**config.mk**
```make
export PLATFORM = sky130hd
export DESIGN_NAME = msrh_rnid_commit_tracker
export DESIGN_NICKNAME = d
export VERILOG_FILES = /design/src/rtl/msrh_conf_pkg.sv /design/src/rtl/msrh_pkg.sv /design/src/rtl/msrh_rnid_commit_tracker.sv
export SDC_FILE = /design/constraint.sdc
export NUM_CORES = 1
export LEC_CHECK = 0
export CAP_MARGIN = 40
export CORE_MARGIN = 1.5
export CORE_UTILIZATION = 50
export DETAILED_ROUTE_END_ITERATION = 12
export HOLD_SLACK_MARGIN = 0.08
export PLACE_DENSITY = 0.72
export SYNTH_ARGS = -nofsm -noshare
export SYNTH_HDL_FRONTEND = slang
export SYNTH_SLANG_ARGS = --single-unit
```
**constraint.sdc**
```tcl
create_clock -name i_clk -period 15.2 [get_ports i_clk]
set_input_delay 3.04 -clock i_clk [delete_from_list [all_inputs] [get_ports i_clk]]
set_output_delay 3.04 -clock i_clk [all_outputs]
set_load 0.05 [all_outputs]
```
**src/rtl/msrh_conf_pkg.sv**
```systemverilog
// Core-wide configuration constants shared by the rename/commit blocks.
package msrh_conf_pkg;

  // Instructions dispatched together as one commit group.
  localparam int DISP_SIZE = 2;

endpackage

```
**src/rtl/msrh_pkg.sv**
```systemverilog
// Shared types for the commit side: group entry, commit-ID width, and the
// rename-ID update handed back to the rename stage.
package msrh_pkg;

  localparam int RNID_W     = 6;
  localparam int CMT_DEPTH  = 16;
  localparam int CMT_IDX_W  = $clog2(CMT_DEPTH);
  // One extra MSB acts as the wrap bit so full and empty are distinguishable.
  localparam int CMT_BLK_W  = CMT_IDX_W + 1;
  localparam int CMT_SLOT_W = (msrh_conf_pkg::DISP_SIZE > 1) ? $clog2(msrh_conf_pkg::DISP_SIZE) : 1;

  typedef logic [CMT_BLK_W-1:0] cmt_id_t;

  // One in-order buffer entry: rename info captured at dispatch plus
  // per-slot completion state collected from the done ports.
  typedef struct packed {
    logic [msrh_conf_pkg::DISP_SIZE-1:0]             inst_valid;
    logic [msrh_conf_pkg::DISP_SIZE-1:0]             rd_valid;
    logic [msrh_conf_pkg::DISP_SIZE-1:0][4:0]        rd_regidx;
    logic [msrh_conf_pkg::DISP_SIZE-1:0][RNID_W-1:0] rd_rnid;
    logic [msrh_conf_pkg::DISP_SIZE-1:0][RNID_W-1:0] old_rnid;
    logic                                            is_br_included;
    logic [msrh_conf_pkg::DISP_SIZE-1:0]             done;
    logic [msrh_conf_pkg::DISP_SIZE-1:0]             mispred;
  } cmt_grp_t;

  // Commit update consumed by the rename freelist and map.
  typedef struct packed {
    logic                                            commit;
    logic [msrh_conf_pkg::DISP_SIZE-1:0]             rnid_valid;
    logic [msrh_conf_pkg::DISP_SIZE-1:0][4:0]        rd_regidx;
    logic [msrh_conf_pkg::DISP_SIZE-1:0][RNID_W-1:0] rd_rnid;
    logic [msrh_conf_pkg::DISP_SIZE-1:0][RNID_W-1:0] old_rnid;
    logic                                            is_br_included;
    logic                                            upd_pc_valid;
    logic [msrh_conf_pkg::DISP_SIZE-1:0]             dead_id;
  } cmt_rnid_upd_t;

  // An ID is live when it lies in [head, tail) on the wrapping ID circle.
  // Distances are taken modulo 2^CMT_BLK_W, which is exact because the
  // occupancy never exceeds CMT_DEPTH.
  function automatic logic cmt_id_is_live(input cmt_id_t id,
                                          input cmt_id_t head,
                                          input cmt_id_t tail);
    cmt_id_t offset;
    cmt_id_t occupancy;
    offset    = id - head;
    occupancy = tail - head;
    return offset < occupancy;
  endfunction

endpackage

```
**src/rtl/msrh_rnid_commit_tracker.sv**
```systemverilog
// In-order commit tracker: records dispatched groups with their rename IDs,
// collects per-slot completion, and retires the oldest complete group by
// emitting one rename-ID update (with map restore on mispredict).
module msrh_rnid_commit_tracker
  import msrh_pkg::*;
#(
  parameter int CMT_ENTRIES = msrh_pkg::CMT_DEPTH,  // must equal 2^(CMT_BLK_W-1)
  parameter int DISP_SIZE   = msrh_conf_pkg::DISP_SIZE,
  parameter int DONE_PORTS  = 4
) (
  input  logic                                   i_clk,
  input  logic                                   i_reset,

  input  logic                                   i_disp_valid,
  output logic                                   o_disp_ready,
  input  logic [DISP_SIZE-1:0]                   i_disp_inst_valid,
  input  logic [DISP_SIZE-1:0]                   i_disp_rd_valid,
  input  logic [DISP_SIZE-1:0][4:0]              i_disp_rd_regidx,
  input  logic [DISP_SIZE-1:0][RNID_W-1:0]       i_disp_rd_rnid,
  input  logic [DISP_SIZE-1:0][RNID_W-1:0]       i_disp_old_rnid,
  input  logic                                   i_disp_is_br_included,
  output logic [CMT_BLK_W-1:0]                   o_new_cmt_id,

  input  logic [DONE_PORTS-1:0]                  i_done_valid,
  input  logic [DONE_PORTS-1:0][CMT_BLK_W-1:0]   i_done_cmt_id,
  input  logic [DONE_PORTS-1:0][CMT_SLOT_W-1:0]  i_done_slot,
  input  logic [DONE_PORTS-1:0]                  i_done_mispred,

  output cmt_rnid_upd_t                          o_commit_rnid_update,
  output logic                                   o_flush
);

  localparam int IDX_W = $clog2(CMT_ENTRIES);

  cmt_id_t  head_q, head_d;
  cmt_id_t  tail_q, tail_d;
  cmt_grp_t entry_q [CMT_ENTRIES];
  cmt_grp_t entry_d [CMT_ENTRIES];
  cmt_grp_t head_entry;
  cmt_grp_t new_entry;

  logic empty;
  logic full;
  logic commit_vld;
  logic flush;
  logic accept;

  logic [DONE_PORTS-1:0][CMT_ENTRIES-1:0][DISP_SIZE-1:0] port_done;
  logic [DONE_PORTS-1:0][CMT_ENTRIES-1:0][DISP_SIZE-1:0] port_mis;
  logic [CMT_ENTRIES-1:0][DISP_SIZE-1:0]                 done_set;
  logic [CMT_ENTRIES-1:0][DISP_SIZE-1:0]                 mis_set;

  // ---------------------------------------------------------------------------
  // Occupancy and handshake, derived from registered pointers only.
  // ---------------------------------------------------------------------------
  assign empty        = (head_q == tail_q);
  assign full         = (head_q[IDX_W-1:0] == tail_q[IDX_W-1:0]) &&
                        (head_q[IDX_W] != tail_q[IDX_W]);
  assign o_disp_ready = !full;
  assign o_new_cmt_id = tail_q;

  assign head_entry = entry_q[head_q[IDX_W-1:0]];
  assign commit_vld = !i_reset && !empty && (&head_entry.done);
  assign flush      = commit_vld && (|head_entry.mispred);
  assign o_flush    = flush;
  // A mispredict commit discards everything younger, including this cycle's group.
  assign accept     = i_disp_valid && o_disp_ready && !flush;

  // ---------------------------------------------------------------------------
  // Per-port decode of completion reports into entry/slot one-hots.
  // Reports to IDs outside [head, tail) are dropped here.
  // ---------------------------------------------------------------------------
  for (genvar p = 0; p < DONE_PORTS; p++) begin : g_done_port
    logic hit;
    assign hit = i_done_valid[p] && cmt_id_is_live(i_done_cmt_id[p], head_q, tail_q);
    for (genvar e = 0; e < CMT_ENTRIES; e++) begin : g_ent
      for (genvar s = 0; s < DISP_SIZE; s++) begin : g_slot
        logic sel;
        assign sel = hit && (i_done_cmt_id[p][IDX_W-1:0] == IDX_W'(e)) &&
                     (i_done_slot[p] == CMT_SLOT_W'(s));
        assign port_done[p][e][s] = sel;
        assign port_mis[p][e][s]  = sel && i_done_mispred[p];
      end
    end
  end

  // OR-merge all ports so several reports to one group land together.
  always_comb begin
    // NOTE: every always_comb output gets a default first so no path leaves it unassigned (which would infer a latch).
    done_set = '0;
    mis_set  = '0;
    for (int p = 0; p < DONE_PORTS; p++) begin
      done_set = done_set | port_done[p];
      mis_set  = mis_set  | port_mis[p];
    end
  end

  // Build the entry captured at dispatch; invalid slots start out complete.
  always_comb begin
    new_entry                = '0;
    new_entry.inst_valid     = i_disp_inst_valid;
    new_entry.rd_valid       = i_disp_rd_valid;
    new_entry.rd_regidx      = i_disp_rd_regidx;
    new_entry.rd_rnid        = i_disp_rd_rnid;
    new_entry.old_rnid       = i_disp_old_rnid;
    new_entry.is_br_included = i_disp_is_br_included;
    new_entry.done           = ~i_disp_inst_valid;
    new_entry.mispred        = '0;
  end

  // Next entry contents: write the tail slot on accept, merge completions elsewhere.
  always_comb begin
    entry_d = entry_q;
    for (int e = 0; e < CMT_ENTRIES; e++) begin
      if (accept && (tail_q[IDX_W-1:0] == IDX_W'(e))) begin
        entry_d[e] = new_entry;
      end else begin
        entry_d[e].done    = entry_q[e].done | done_set[e];
        entry_d[e].mispred = entry_q[e].mispred | mis_set[e];
      end
    end
  end

  // Next head/tail: retire one group; a mispredict collapses tail onto the new head.
  always_comb begin
    head_d = head_q;
    tail_d = tail_q;
    if (commit_vld) begin
      head_d = head_q + cmt_id_t'(1);
    end
    if (flush) begin
      tail_d = head_q + cmt_id_t'(1);
    end else if (accept) begin
      tail_d = tail_q + cmt_id_t'(1);
    end
  end

  // Commit update driven from the head entry; all-zero when nothing retires.
  always_comb begin
    logic older_mis;
    o_commit_rnid_update = '0;
    older_mis            = 1'b0;
    if (commit_vld) begin
      o_commit_rnid_update.commit         = 1'b1;
      o_commit_rnid_update.rnid_valid     = head_entry.rd_valid & head_entry.inst_valid;
      o_commit_rnid_update.rd_regidx      = head_entry.rd_regidx;
      o_commit_rnid_update.rd_rnid        = head_entry.rd_rnid;
      o_commit_rnid_update.old_rnid       = head_entry.old_rnid;
      o_commit_rnid_update.is_br_included = head_entry.is_br_included;
      o_commit_rnid_update.upd_pc_valid   = |head_entry.mispred;
      for (int s = 0; s < DISP_SIZE; s++) begin
        o_commit_rnid_update.dead_id[s] = older_mis;
        older_mis = older_mis | head_entry.mispred[s];
      end
    end
  end

  // Pointer registers with synchronous reset.
  always_ff @(posedge i_clk) begin
    // NOTE: sequential state uses non-blocking assignments so every flop samples pre-edge values.
    if (i_reset) begin
      head_q <= '0;
      tail_q <= '0;
    end else begin
      head_q <= head_d;
      tail_q <= tail_d;
    end
  end

  // Entry storage.
  always_ff @(posedge i_clk) begin
    // NOTE: entries carry no reset; liveness comes solely from head/tail, and each slot is fully rewritten on accept.
    entry_q <= entry_d;
  end

endmodule

```
# --- Word level (Yosys, flattened, before mapping) ---
# Index checks and enable logic that the tools add are counted.
classes:
  add_sub_neg: 7
  mul: 0
  div_mod_pow: 0
  n_lt_le_gt_ge: 5
  eq_ne: 78
  shift: 0
  n_mux: 22
  bitwise_logic: 45
  reduce_logical: 358
ops:
  columns: ["operator", "count"]
  rows:
  - ["logical AND 1 bit", 346]
  - ["bitwise OR 32 bit", 6]
  - ["binary-select mux 43 bit (select 4 bit)", 1]
  - ["== test 4 bit, second input constant", 40]
  - ["2-to-1 mux 43 bit", 2]
  - ["== test 4 x 3 -> 1 bit, second input constant", 20]
  - ["2-to-1 mux 4 bit", 16]
  - ["bitwise OR 2 bit", 32]
  - ["2-to-1 mux 41 bit", 1]
  - ["== test 4 x 2 -> 1 bit, second input constant", 10]
  - ["subtractor 5 bit", 5]
  - ["== test 4 x 1 -> 1 bit, second input constant", 5]
  - ["logical NOT 4 bit", 5]
  - ["< comparator 5 bit", 4]
  - ["adder 5 x 1 -> 5 bit, second input constant", 2]
  - ["2-to-1 mux 5 bit", 2]
  - ["== test 5 bit", 1]
  - ["greater-or-equal comparator 5 bit, second input constant", 1]
  - ["NOT 4 -> 5 bit", 1]
  - ["== test 4 bit", 1]
  - ["logical NOT 1 bit", 4]
  - ["NOT 1 bit", 4]
  - ["AND 2 bit", 1]
  - ["NOT 2 bit", 1]
  - ["other kinds (4)", 4]
word_totals:
  reg_bits: 698
  latch_bits: 0
  mem_bits_rw: 0
  mem_bits_ro: 0
  word_cells: 693
  n_memories: 0

# --- Depth between registers and ports, before layout ---
# Gate-level depths: netlist of the first run.
logic_depth:
  depth_word: 11
  mapped_depth: 15
  mapped_depth_nobuf: 13

# --- Worst setup path before layout of the first run ---
# Ideal clock, no wire load.
synth_path:
  path_type: "in2out"
  start: "in i_reset"
  end: "out o_commit_rnid_update[38] in the netlist's numbering"
  arrival_time_ps: 5000
  slack_ps: 7160
  cell_stages: 4
  path_buffers: 0
  path_cell_list: "o21bai_1 a2111oi_4 nand2_1 a211oi_1"
synth_rtl:
  columns: ["item", "line_no", "rtl"]
  rows:
  - ["start, declared", "msrh_rnid_commit_tracker.sv:12", "input logic i_reset,"]
  - ["end, declared", "msrh_rnid_commit_tracker.sv:29", "output cmt_rnid_upd_t o_commit_rnid_update,"]

==> metrics, run 1 <==
outcome finished clean; # fillers 4,153; internal power 3.415 mW; WP data required 12,160 ps; Main synth FF type edfxtp_1; worst-margin pin slew 1022 ps; clock latency on the worst-skew pair 620 ps; Post-synth EDFFs 624; sequential share of the synthesized area 68.39%; FF+latch area 20,230 um2; Hold Buf Count CTS 0; Max Clock Skew 21.38 ps; highest ir drop seen on vdd 0.07843 mV; Overflow after GRT 0; Root Buffer clkbuf_16; Achievable Freq 0.1052 GHz; Post-synth top cells 624 x edfxtp_1, 187 x mux4_2, 74 x dfxtp_1; DRT iter0 DRCs 1,943; Hold Path Depth 2; initial antenna violation count 4; Reg clk slew, reported paths 60 ps; multiplexer share of the synthesized area 14.28%; post-synthesis adder-cell area fraction 1.909%; sequential power share 50.0%; synthesized net count 1,784; fin crit period 9501 ps; CTS Buf Count 68; Clock Power Share 37.9%; main area contributors after synthesis edfxtp_1 63%, mux4_2 14%, dfxtp_1 5.0%; placer congestion estimate 0.9731; Mapped Area 29,570 um2; first-pass GRT wire length 112.3 mm; H-tree depth 3; Worst setup SP type input port; WL final 75.77 mm; cells after synthesis 1,672; critical path class input port to primary output; area of the multi-input gates 8843 um2; Slowest cell on crit path clkdlybuf4s50_1; CP Cell Sequence clkdlybuf4s50_1, o21bai_1, a2111oi_4, buf_4, nand2_1, a211oi_1, clkdlybuf4s50_1; IO Port Bufs 120; crit-path max FO 33; Cell variety after synth 71; die area 60,600 um2; DR WL/cell 28.80 um; core footprint 58,030 um2; maximum root-to-sink buffer count 3; ratio of cells with drive above 1 in the final layout 20.82%; yosys warns 0; CTS tree yes; row cnt 88; Post-Synth Simple-Gate Area 5.645%; Leak Pwr 10.91 nW; Hold Crit Class register to register; Util after Layout 59.02%; RSZ-0062 raised after global routing no; net count reported at finish 1,921; Synth Register Bits 698; Worst R2R Path Depth 10; Sw Pwr 1.084 mW; Slew Limit Headroom 31.64%; most numerous cell in the Yosys netlist edfxtp_1; largest net degree at the start of global routing 162; complex-gate fraction of the synthesized area 6.847%; number of global-route vias before repair 17,703; max-cap viol count 0; pwr/cell area 131.4 nW/um2; Setup Viol. Count Final 0; Final Max Tran Viols 0; number of nets with antenna violations after routing 0; logic gate share of total power 12.1%; DR pass1 iterations 8; main combinational cell family by area after synthesis multiplexers; clk sinks 698; Hold Violations, Final 0; slowest stage delay, CP 850 ps; DR vias 17,218; critical path's most frequent cell clkdlybuf4s50_1; Post-Synth XOR/XNOR Area 1.003%; # Post-CTS Setup Buffers 0; Final TNS setup 0 ps; area delta synth->final 15.83%; Async S/R FF share, synth 0%; Avg Cell Area, Syn 17.68 um2; period utilisation layout 62.51%; Critical Path AT 6460 ps; DR DRC count 0; Worst Setup End Kind primary output; gr usage total 25.45%; switch share 24.10%; vias per cell 6.544; post-synth top area share 63.38%; DIE WIDTH 246.2 um; Final HPWL DP 42.61 mm; post-CTS sizing 0; initial core utilization 50.95%; area leader, netlist edfxtp_1; IO Count 122; die height 246.2 um
metal layers:
layer | global-route usage [%] | share of wire, %
met3 | 5.654 | 8.5
met2 | 41.61 | 49
met1 | 33.54 | 39
met4 | 9.419 | 3.3
met5 | 0 | 0.041
stage by stage:
step                instances  hold WS (ps)  instance area [um2]  total power, mW  worst slack [ps]
finish                   2631         509.9                34250            4.499              5699
global route             2630         533.8                34240            4.641              5495
CTS                      2629         504.8                34240            4.517              5667
detailed placement       2504         494.1                31980            2.827              5671
global placement         2486         484.1                31600            2.801              5746
floorplan                1672         458.5                29570            2.634              7160
power by group through the flow:
stage / combinational, mW / sequential [mW] / clock [mW]
floorplan: 0.372 / 2.26 / 0
global placement: 0.516 / 2.29 / 0
detailed placement: 0.541 / 2.29 / 0
CTS: 0.543 / 2.25 / 1.73
global route: 0.585 / 2.26 / 1.80
finish: 0.544 / 2.25 / 1.70
layout make-up:
cell class	instances	share of cell area [%]
clock buffers	81	5.232
repair buffers	172	5.396
clock inverters	44	1.374
multi-input cells	842	25.82
inverters	27	0.2996
flip-flops and latches	698	59.07
diodes	2	0.01461
well taps	765	2.795
sequential cells by signal, indices dropped and copies added (netlist names):
name	count
o_new_cmt_id	5
entry_q	688
head_q	5
final timing paths:
kind / to / from / slack [ps]
max: o_commit_rnid_update[38] / i_reset / 5700
max reg2reg: entry_q[64]$_DFFE_PP_ / head_q[0]$_SDFFE_PP0P_ / 9030
min reg2reg: entry_q[46]$_DFF_P_ / entry_q[46]$_DFF_P_ / 510
min: entry_q[46]$_DFF_P_ / entry_q[46]$_DFF_P_ / 510
logic make-up after synthesis:
kind of cell             Yosys count
AND/OR/NAND/NOR                  317
flip-flops                       698
other                              1
adder cells (fa/ha/maj)           43
XOR/XNOR                          33
buffers and inverters            132
multiplexers                     188
AO/OA/AOI/OAI                    260
cell usage in the layout (no fill, tap or decap), types with 7 or more instances in the layout:
cell             instances
a211oi_1                11
a21o_1                  13
a21oi_1                 52
a221oi_1                56
a22oi_1                 57
a31oi_1                 24
a32oi_1                  7
and2_1                  14
and3_1                  53
and3_2                   8
buf_16                   8
buf_4                   33
bufinv_16                7
clkbuf_1                10
clkbuf_16               69
clkdlybuf4s50_1        120
clkinv_1                12
clkinv_2                17
dfxtp_1                 71
edfxtp_1               624
ha_1                    33
inv_1                   21
mux4_2                 187
nand2_1                 66
nand2b_1                16
nand3_1                 12
nor2_1                  72
nor2b_1                 13
nor3_1                  25
xnor2_1                 16
xor2_1                  16
worst max-delay path: cells and delay by family:
family / cells / cell delay (ps)
buffers and inverters: 3 / 1990
AO/OA/AOI/OAI: 3 / 1150
AND/OR/NAND/NOR: 1 / 280
No activity file was read; power rests on OpenSTA's default activity.
==> run 2: changes to the inputs <==
Clock period 15.2 ns to 8.8 ns, I/O delays scaled along.
==> run 2 against run 1 <==
Effect of this change: flip-flop and latch count unchanged; register-to-register slack got worse by 5500 ps; utilization increased by 0.080 points; routed wire length increased by 0.54%; combinational power increased by 74%; die area unchanged; final cell count increased by 0.15%; hold slack improved by 13 ps; global-route usage about the same; largest cell class unchanged.
==> metrics, run 2 (synthesized netlist as in run 1, its figures left out) <==
placer congestion estimate 0.9521; Setup Viol. Count Final 0; IO Count 122; switch share 23.89%; Final HPWL DP 43.45 mm; number of global-route vias before repair 17,373; Critical Path AT 5240 ps; most frequent cells in the layout 624 x edfxtp_1, 187 x mux4_2, 120 x clkdlybuf4s50_1; Worst setup SP type register; Slew Limit Headroom 34.19%; DR DRC count 0; Hold Crit Class register to register; highest ir drop seen on vdd 0.1377 mV; # Post-CTS Setup Buffers 0; post-CTS sizing 0; DR vias 17,143; WP data required 7040 ps; Hold Violations, Final 0; worst-margin pin slew 985.1 ps; DIE WIDTH 246.2 um; Final TNS setup 0 ps; die area 60,600 um2; core footprint 58,030 um2; max-cap viol count 0; IO Port Bufs 120; clk sinks 698; DRT iter0 DRCs 1,905; largest net degree at the start of global routing 149; initial core utilization 50.95%; first-pass GRT wire length 112.3 mm; clock latency on the worst-skew pair 610 ps; hold slack 523.4 ps; CTS tree yes; sequential power share 49.5%; Achievable Freq 0.1429 GHz; RSZ-0062 raised after global routing no; logic gate share of total power 12.0%; Max Clock Skew 22.77 ps; outcome finished clean; die height 246.2 um; DP Area 31,960 um2; Reg clk slew, reported paths 60 ps; internal power 5.988 mW; CTS Buf Count 71; row cnt 88; Final Max Tran Viols 0; maximum root-to-sink buffer count 3; H-tree depth 3; area delta synth->final 15.99%; Leak Pwr 10.91 nW; vias per cell 6.506; Hold Buf Count CTS 0; period utilisation layout 79.51%; ratio of cells with drive above 1 in the final layout 20.66%; crit-path max FO 31; Largest register FFs 688; net count reported at finish 1,925; gr usage total 25.48%; number of nets with antenna violations after routing 0; Clock Power Share 38.5%; commonest non-fill, non-tap cell in the layout edfxtp_1; Final Cell Area 34,290 um2; Overflow after GRT 0; Sw Pwr 1.879 mW; WL final 76.18 mm; Reg with most FFs entry_q; initial antenna violation count 4; fin crit period 6997 ps; DR WL/cell 28.91 um; pwr/cell area 229.4 nW/um2; critical path class register to primary output; Root Buffer clkbuf_16; DR pass1 iterations 6; total power draw 7.867 mW; Worst Setup End Kind primary output
## run 2: changes by cell type in the layout (fill, tap and decap cells not counted), moves of 3 or more
cell and delta:
clkinvlp_4 +3, clkbuf_1 +3, clkinv_2 -8, clkinv_4 +3, clkbuf_16 +3
## run 2: worst paths after layout
check / start / to / slack, ps / cells past startpoint
setup / recovery: head_q[3]$_SDFFE_PP0P_ / o_commit_rnid_update[15] / 1800 / 8
hold / removal: entry_q[344]$_SDFF_PP0_ / entry_q[344]$_SDFF_PP0_ / 520 / 2
setup reg to reg: head_q[3]$_SDFFE_PP0P_ / entry_q[260]$_DFF_P_ / 3530 / 11
hold reg to reg: entry_q[344]$_SDFF_PP0_ / entry_q[344]$_SDFF_PP0_ / 520 / 2
## run 2: power groups by stage
stage	combinational, mW	sequential (mW)	clock, mW
floorplan	0.642	3.91	0
global placement	0.899	3.95	0
detailed placement	0.941	3.95	0
CTS	0.944	3.89	3.06
global route	1.01	3.90	3.18
finish	0.946	3.89	3.03
## run 2: per-layer routing
layer | track usage (%) | share of wire, % | up-vias
li1 | - | - | 7174
met1 | 33.64 | 39 | 8906
met2 | 41.85 | 49 | 868
met3 | 5.643 | 8.6 | 191
met4 | 8.860 | 3.0 | 4
met5 | 0 | 0.034 | -
## run 2: area by class of cell
cell class	instances	area (um2)
diodes	2	5.005
clock buffers	85	1851
clock inverters	43	474.2
fillers	4167	23730
inverters	27	102.6
multi-input cells	842	8840
flip-flops and latches	698	20230
well taps	765	957.2
repair buffers	173	1836
## run 2: metrics by stage
| stage | std cells | worst slack (ps) | utilization (%) |
|---|---|---|---|
| floorplan | 1672 | 3022 | - |
| finish | 2635 | 1803 | 59.10 |
| global placement | 2486 | 2142 | 54.45 |
| CTS | 2633 | 1801 | 59.09 |
| global route | 2634 | 1596 | 59.10 |
| detailed placement | 2505 | 2078 | 55.08 |
## run 2: worst max-delay path: stages (launching register included)
cell and delay, ps:
dfxtp_1 680, clkinv_2 760, ha_1 640, nand4_1 110
o21bai_1 120, a2111oi_4 700, buf_4 540, and3_1 250
clkdlybuf4s50_1 800
==> run 3: changes to the inputs <==
Clock period 8.8 ns to 7.1 ns, I/O delays scaled along.
==> run 3 against run 2 <==
Effect of this change: total power is 20% higher; flip-flop and latch count unchanged; via count fell by 0.38%; critical path depth shrank 1; critical endpoint is now o_flush.
==> metrics, run 3 (synthesized netlist as in run 1, its figures left out) <==
Hold Buf Count CTS 0; max-cap viol count 0; Final TNS setup 0 ps; Worst setup SP type register; Reg clk slew, reported paths 60 ps; highest ir drop seen on vdd 0.1746 mV; Largest register FFs 688; RSZ-0062 raised after global routing no; Place WS 1451 ps; Util after Layout 58.68%; Final Max Tran Viols 0; Reg with most FFs entry_q; reg2reg setup slack 2310 ps; H-tree depth 3; Final WS setup 1357 ps; DR pass1 iterations 8; Worst R2R Path Depth 12; Overflow after GRT 0; r2r startpoint head_q[1]$_SDFFE_PP0P_; outcome finished clean; RR Endpoint entry_q[605]$_DFF_P_; total power draw 9.432 mW; Slew Limit Headroom 17.70%; net count reported at finish 1,924; fin crit period 5743 ps; Final HPWL DP 43.29 mm; clk sinks 698; DR WL/cell 28.64 um; # Post-CTS Setup Buffers 0; IO Count 122; commonest non-fill, non-tap cell in the layout edfxtp_1; Setup Viol. Count Final 0; placer congestion estimate 0.9256; WP data required 5680 ps; DIE WIDTH 246.2 um; WL final 75.29 mm; post-CTS sizing 0; DRT iter0 DRCs 1,793; pwr/cell area 277.0 nW/um2; maximum root-to-sink buffer count 3; number of global-route vias before repair 17,442; die area 60,600 um2; ratio of cells with drive above 1 in the final layout 20.29%; Critical Path AT 4320 ps; crit path launch head_q[0]$_SDFFE_PP0P_; DR DRC count 0; crit-path max FO 34; Worst Setup End Kind primary output; row cnt 88; die height 246.2 um; Hold Crit Class register to register; initial core utilization 50.95%; CP Capture Point o_flush; Max Clock Skew 21.17 ps; period utilisation layout 80.88%; clock latency on the worst-skew pair 600 ps; Leak Pwr 10.82 nW; Root Buffer clkbuf_16; initial antenna violation count 4; DR vias 17,077; Hold Violations, Final 0; critical path class register to primary output; area delta synth->final 15.17%; Final Cell Area 34,050 um2; largest net degree at the start of global routing 158; IO Port Bufs 120; Achievable Freq 0.1741 GHz; gr usage total 25.31%; CTS tree yes; first-pass GRT wire length 111.9 mm; vias per cell 6.496; core footprint 58,030 um2; worst-margin pin slew 1234 ps; CTS Buf Count 71; most frequent cells in the layout 624 x edfxtp_1, 187 x mux4_2, 120 x clkdlybuf4s50_1; number of nets with antenna violations after routing 0; DP Area 31,930 um2
==> run 3: layout make-up <==
type                       instances  area [um2]
clock inverter                    33       200.2
clock buffer                      91        1914
tap                              765       957.2
sequential                       698       20230
multi-input combinational        842        8846
timing repair buffer             172        1799
inverter                          27       102.6
fill                            4207       23980
antenna                            1       2.502
==> run 3: worst min path at each step <==
stage                                  startpoint                      end  slack (ps)  cells after the start
after floorplan               entry_q[46]$_DFF_P_      entry_q[46]$_DFF_P_         460                      2
after global placement        entry_q[46]$_DFF_P_      entry_q[46]$_DFF_P_         490                      2
after detailed placement  entry_q[473]$_SDFF_PP0_  entry_q[473]$_SDFF_PP0_         500                      2
after CTS                     entry_q[46]$_DFF_P_      entry_q[46]$_DFF_P_         510                      2
after global routing          entry_q[46]$_DFF_P_      entry_q[46]$_DFF_P_         520                      2
final                         entry_q[46]$_DFF_P_      entry_q[46]$_DFF_P_         520                      2
==> run 3: report_power, final <==
part | leakage [nW] | internal (mW) | switching [mW]
Sequential | 6.25 | 4.68 | 0.138
Combinational | 3.52 | 0.537 | 0.630
Clock | 1.04 | 1.94 | 1.50
Total | 10.8 | 7.16 | 2.27
==> run 3: critical path, stage by stage (launching register included) <==
cell and delay [ps]:
dfxtp_4 700, buf_4 640, and4b_1 320, a2111oi_4 370, buf_4 340, o211ai_2 280
inv_1 210, clkdlybuf4s50_1 820
==> run 3: per-stage QoR <==
stage,instances,hold slack [ps]
3_3_place_gp,2494,488.8
2_1_floorplan,1672,458.5
3_5_place_dp,2504,498.8
5_1_grt,2629,517.5
6_report,2629,522.1
4_1_cts,2628,511.2
==> run 3: layer usage <==
metal  vias up  share of wire, %  track usage, %
met5         -             0.058               0
met4         6               3.2           8.535
met3       188               9.2           6.362
met2       930                49           40.57
met1      8786                39           33.92
li1       7167                 -               -
